## src/rtl/parity_stream_gen.sv

```systemverilog
// parity_stream_gen
//
// Streaming parity generator / checker with one output register stage.
//
// Every accepted word is copied to the output register together with its
// per-word parity. In check mode the received parity bit is also compared
// against the computed parity, and the result is flagged on out_err.
// Mismatches are counted in a saturating error counter. Separately, a
// packet-level parity is accumulated across words and published with a
// one-cycle strobe when the last word of the packet is accepted.
//
// Parameters
//   WIDTH  data word width in bits (>= 1)
//   ODD    0 = even parity, 1 = odd parity
//   CNT_W  error counter width in bits (>= 1)
//
// Ports
//   clk, rst           rising-edge clock, synchronous active-high reset
//   mode               0 = generate, 1 = check (sampled per accepted word)
//   clr_cnt            clears err_cnt; wins over a same-cycle increment
//   in_valid/in_ready  input handshake (in_ready is combinational)
//   in_data            input word
//   in_par             received parity bit, only used in check mode
//   in_last            marks the last word of a packet
//   out_valid/out_ready output handshake
//   out_data, out_last registered copies of in_data / in_last
//   out_par            per-word parity of the registered word
//   out_err            per-word parity mismatch (check mode only)
//   pkt_par            parity over the whole packet, held until next packet end
//   pkt_par_valid      one-cycle strobe aligned with the packet's last word
//   err_cnt            saturating count of mismatching words

module parity_stream_gen #(
  parameter int WIDTH = 8,
  parameter int ODD   = 0,
  parameter int CNT_W = 8
) (
  input  logic             clk,
  input  logic             rst,
  input  logic             mode,
  input  logic             clr_cnt,
  input  logic             in_valid,
  output logic             in_ready,
  input  logic [WIDTH-1:0] in_data,
  input  logic             in_par,
  input  logic             in_last,
  output logic             out_valid,
  input  logic             out_ready,
  output logic [WIDTH-1:0] out_data,
  output logic             out_par,
  output logic             out_last,
  output logic             out_err,
  output logic             pkt_par,
  output logic             pkt_par_valid,
  output logic [CNT_W-1:0] err_cnt
);

  localparam logic             ODD_BIT = (ODD != 0);
  localparam logic [CNT_W-1:0] CNT_MAX = '1;

  logic             r_out_valid;
  logic [WIDTH-1:0] r_out_data;
  logic             r_out_par;
  logic             r_out_last;
  logic             r_out_err;
  logic             r_pkt_par;
  logic             r_pkt_par_valid;
  logic [CNT_W-1:0] r_err_cnt;
  // Raw XOR of all words of the current packet seen so far (ODD not applied).
  logic             r_acc;

  logic w_in_xfer;
  logic w_data_xor;
  logic w_word_par;
  logic w_word_err;

  // Single register stage without skid buffer: space exists when the stage
  // is empty or is being emptied in this same cycle.
  assign in_ready   = !r_out_valid || out_ready;
  assign w_in_xfer  = in_valid && in_ready;

  assign w_data_xor = ^in_data;
  assign w_word_par = w_data_xor ^ ODD_BIT;
  assign w_word_err = mode && (in_par != w_word_par);

  // Output register stage.
  always_ff @(posedge clk) begin
    if (rst) begin
      r_out_valid <= 1'b0;
      r_out_data  <= '0;
      r_out_par   <= 1'b0;
      r_out_last  <= 1'b0;
      r_out_err   <= 1'b0;
    end else if (w_in_xfer) begin
      // Also covers the simultaneous in/out transfer case: reload, stay valid.
      r_out_valid <= 1'b1;
      r_out_data  <= in_data;
      r_out_par   <= w_word_par;
      r_out_last  <= in_last;
      r_out_err   <= w_word_err;
    end else if (out_ready) begin
      r_out_valid <= 1'b0;
    end
  end

  // Packet parity accumulation. The strobe is asserted only in the cycle
  // after the last word is accepted, so it lines up with that word on the
  // output register.
  always_ff @(posedge clk) begin
    if (rst) begin
      r_acc           <= 1'b0;
      r_pkt_par       <= 1'b0;
      r_pkt_par_valid <= 1'b0;
    end else begin
      r_pkt_par_valid <= w_in_xfer && in_last;
      if (w_in_xfer) begin
        if (in_last) begin
          r_pkt_par <= r_acc ^ w_data_xor ^ ODD_BIT;
          r_acc     <= 1'b0;
        end else begin
          r_acc     <= r_acc ^ w_data_xor;
        end
      end
    end
  end

  // Saturating error counter; a clear request discards any same-cycle count.
  always_ff @(posedge clk) begin
    if (rst) begin
      r_err_cnt <= '0;
    end else if (clr_cnt) begin
      r_err_cnt <= '0;
    end else if (w_in_xfer && w_word_err && (r_err_cnt != CNT_MAX)) begin
      r_err_cnt <= r_err_cnt + 1'b1;
    end
  end

  assign out_valid     = r_out_valid;
  assign out_data      = r_out_data;
  assign out_par       = r_out_par;
  assign out_last      = r_out_last;
  assign out_err       = r_out_err;
  assign pkt_par       = r_pkt_par;
  assign pkt_par_valid = r_pkt_par_valid;
  assign err_cnt       = r_err_cnt;

endmodule

```

## config.mk

```make
export PLATFORM = sky130hd
export DESIGN_NAME = parity_stream_gen
export DESIGN_NICKNAME = d
export VERILOG_FILES = /design/src/rtl/parity_stream_gen.sv
export SDC_FILE = /design/constraint.sdc
export NUM_CORES = 1
export LEC_CHECK = 0
export ABC_AREA = 1
export BUFFER_PORTS_ARGS = -buffer_cell sky130_fd_sc_hd__buf_2
export CORE_MARGIN = 8
export CORE_UTILIZATION = 48
export CTS_CLUSTER_DIAMETER = 60
export DETAILED_ROUTE_END_ITERATION = 7
export PLACE_DENSITY = 0.76
export SLEW_MARGIN = 20
export SYNTH_ARGS = -nofsm -noshare
export SYNTH_HDL_FRONTEND = slang
export SYNTH_SLANG_ARGS = --single-unit
```

## constraint.sdc

```tcl
create_clock -name clk -period 1.6 [get_ports clk]
set_input_delay 0.08 -clock clk [delete_from_list [all_inputs] [get_ports clk]]
set_output_delay 0.08 -clock clk [all_outputs]
set_load 0.02 [all_outputs]
```

==> insert_results.sql <==
INSERT INTO impl_metrics (metric_group, metric, value, unit) VALUES
('global_route', 'wire_length_of_the_first_global_routing_pass', '4800', 'µm'),
('floorplan', 'pin_count', '39', ''),
('critical_path', 'critical_path.endpoint_type', 'flop', ''),
('detailed_routing', 'wirelength', '2740', 'µm'),
('floorplan', 'floorplan.core_area', '0.00245', 'mm²'),
('clocking', 'clk_path_buf_depth', '2', ''),
('run', 'drv_cap', '0', ''),
('clocking', 'tritoncts_clock_tree', 'done', ''),
('sta', 'final.setup.worst_slack', '117', 'ps'),
('detailed_routing', 'route.met2.wl', '1190', 'µm'),
('sta', 'final_max_slew_viol_count', '0', ''),
('synth', 'synth_top_cell_by_area', 'sky130_fd_sc_hd__dfxtp_1', ''),
('synth', 'synth_edf_count', '0', ''),
('cells_and_area', 'num-nets-final', '247', ''),
('synth', 'syn-mean-instance-area', '6.63', 'µm²'),
('detailed_routing', 'met1_layer_wirelength_in_the_final_routing', '1300', 'µm'),
('cells_and_area', 'drive_above_1_share', '27.5', '%'),
('synth', 'syn-cell-area', '0.00123', 'mm²'),
('global_route', 'antenna_violations_before_repair', '0', ''),
('sta', 'relSlewSlack', '80.1', '%'),
('placement', 'placed_cell_area', '0.00147', 'mm²'),
('critical_path', 'crit_start_category', 'flop', ''),
('synth', 'postSynthCellCount', '185', ''),
('floorplan', 'die_height', '66.6', 'µm'),
('clocking', 'clock_insertion_delay_worst_skew', '310', 'ps'),
('clocking', 'cts.sinks', '23', ''),
('sta', 'period_share', '92.7', '%'),
('detailed_routing', 'num_vias', '1217', ''),
('detailed_routing', 'detailedRoute.firstIterationViolations', '62', ''),
('synth', 'synthesized_net_count', '202', ''),
('synth', 'synth_largest_type_area_fraction', '37.5', '%'),
('clocking', 'cts_root_buf', 'sky130_fd_sc_hd__clkbuf_4', ''),
('sta', 'worstMarginPinSlew', '299', 'ps'),
('global_route', 'grt_overflow', '0', ''),
('synth', 'list_of_most_frequent_post_synthesis_cells', 'sky130_fd_sc_hd__nand2_1, sky130_fd_sc_hd__nor2_1, sky130_fd_sc_hd__dfxtp_1, sky130_fd_sc_hd__inv_1, sky130_fd_sc_hd__a21oi_1', ''),
('detailed_routing', 'routed.top_layer', 'met4', ''),
('power', 'cellLeakagePower', '0.828', 'nW'),
('synth', 'synth_async_sr_flop_share', '0', '%'),
('power', 'power_density', '768', 'mW/mm²'),
('detailed_routing', 'viasPerCell', '4.70', ''),
('global_route', 'grt_max_degree', '17', ''),
('cells_and_area', 'fin_area', '0.00152', 'mm²'),
('detailed_routing', 'ant_nets', '0', ''),
('detailed_routing', 'drt-pass1-iter-count', '4', ''),
('critical_path', 'critPathRequiredTime', '1830', 'ps'),
('sta', 'final_hold_viol_count', '0', ''),
('synth', 'ys_seq_area_share', '37.5', '%'),
('min_path', 'holdCritPathClass', 'input port to flop', ''),
('synth', 'ys_warn_count', '0', ''),
('sta', 'finClkSkew', '2.46', 'ps'),
('sta', 'setup_tns', '0', 'ps'),
('clocking', 'clkTransAtPathRegs', '140', 'ps'),
('floorplan', 'dieWidth', '66.6', 'µm'),
('sta', 'max_freq', '0.674', 'GHz'),
('critical_path', 'crit_type', 'flop to flop', ''),
('synth', 'synth_cell_type_count', '22', ''),
('floorplan', 'initial_standard_cell_utilization_of_the_core', '50.0', '%'),
('synth', 'leading_cell_type_by_number_of_instances_after_synthesis', 'sky130_fd_sc_hd__nand2_1', ''),
('placement', 'hpwl', '2170', 'µm'),
('power', 'peak_vdd_ir', '0.514', 'mV'),
('placement', 'place_ws', '75.3', 'ps'),
('clocking', 'cts-buffers-inserted', '3', ''),
('sta', 'setup-violations-final', '0', ''),
('cells_and_area', 'antennaDiodeCount', '0', ''),
('placement', 'gp_routability_congestion', '0.805', ''),
('synth', 'synth_area_leaders', 'sky130_fd_sc_hd__dfxtp_1, sky130_fd_sc_hd__nand2_1, sky130_fd_sc_hd__nor2_1', ''),
('critical_path', 'r2r_setup_slack', '120', 'ps'),
('status', 'outcome', 'completed', ''),
('clocking', 'cts_htree_levels', '1', ''),
('global_route', 'grt_usage', '13.2', '%'),
('synth', 'ys_seq_elements', '23', ''),
('critical_path', 'path_max_fanout', '5', ''),
('sta', 'period_needed', '1480', 'ps'),
('floorplan', 'floorplan.die_area', '0.00443', 'mm²'),
('detailed_routing', 'route.detailed.wl_per_inst', '10.6', 'µm'),
('cells_and_area', 'layout-area-overhead-vs-synth', '23.9', '%'),
('detailed_routing', 'routed-wl-met3', '231', 'µm'),
('critical_path', 'critical_path_arrival', '1710', 'ps'),
('detailed_routing', 'detail_route.drc_violations', '0', ''),
('synth', 'synth_top_flop_cell', 'sky130_fd_sc_hd__dfxtp_1', ''),
('floorplan', 'rows', '18', ''),
('placement', 'place.port_buffers', '38', ''),
('global_route', 'grt_pass1_vias', '1122', '');
==> flip-flops by register name, summed over array words and instances, names as in the netlist <==
name	cells
out_data	8
out_valid	1
pkt_par	1
pkt_par_valid	1
out_par	1
r_acc	1
err_cnt	8
out_err	1
out_last	1
==> through the flow <==
step	utilization, %	hold slack, ps	power, mW	cells
floorplan	-	223	0.811	185
global placement	60.0	360	0.893	254
detailed placement	60.0	363	0.898	254
CTS	61.2	7.19	1.18	258
global route	61.9	6.60	1.23	259
finish	61.9	11.2	1.17	259
==> layout make-up <==
cell class | instances | area (µm²)
clock buffer | 3 | 22.5
clock inverter | 1 | 7.51
fill | 244 | 935
inverter | 27 | 101
multi-input combinational | 132 | 661
sequential | 23 | 463
tap | 30 | 37.5
timing repair buffer | 43 | 228
==> final timing paths <==
check / cells after the start / start / to
worst max register to register: 9 / err_cnt[1]$_SDFFE_PP0P_ / err_cnt[4]$_SDFFE_PP0P_
worst min register to register: 2 / out_last$_SDFFE_PP0P_ / out_last$_SDFFE_PP0P_
worst max-delay path: 9 / err_cnt[1]$_SDFFE_PP0P_ / err_cnt[4]$_SDFFE_PP0P_
worst min-delay path: 3 / in_data[7] / out_data[7]$_SDFFE_PP0P_
==> worst max-delay path: stages, from the launching register on <==
cell and delay (ps):
sky130_fd_sc_hd__dfxtp_2 380, sky130_fd_sc_hd__ha_2 200, sky130_fd_sc_hd__nand2_2 80, sky130_fd_sc_hd__nor3_4 200, sky130_fd_sc_hd__nand3_4 140, sky130_fd_sc_hd__nor3b_1 170
sky130_fd_sc_hd__nand3_1 90, sky130_fd_sc_hd__nand2_1 50, sky130_fd_sc_hd__nand2_1 50, sky130_fd_sc_hd__nor2_1 30
==> cell families (layout without fill, tap and decap cells) <==
family	Yosys count	count (layout)	synth area share, %
compound gates	15	15	7.34
fa+ha+maj	1	1	1.02
flops	23	23	37.5
buf+inv	30	74	9.48
xor+xnor	4	4	2.85
simple gates	112	112	41.8
==> placed cells by master, fill, tap and decap left out, drive strengths merged, types with 3 or more instances in the layout <==
cell type	netlist	final
a211oi	6	6
a21oi	7	7
buf	1	43
clkbuf	2	3
dfxtp	23	23
inv	27	27
nand2	68	68
nand3	8	8
nand4	4	4
nor2	30	30
==> metal layers <==
| metal | track usage [%] | vias to the layer above |
|---|---|---|
| met4 | 3.20 | 0 |
| met1 | 16.3 | 521 |
| li1 | - | 659 |
| met3 | 4.36 | 4 |
| met2 | 21.5 | 33 |
| met5 | 0 | - |
==> repair_timing <==
action,CTS,global route
hold buffers,0,0
gates resized for setup,0,2
endpoints found under the setup margin,0,3
setup buffers,0,1
==> where the power goes <==
group | leakage, nW | internal (mW) | switching [mW]
logic | 0.625 | 0.0938 | 0.172
registers | 0.189 | 0.602 | 0.0144
clock network | 0.0139 | 0.0954 | 0.190
No activity file was read; power rests on OpenSTA's default activity.
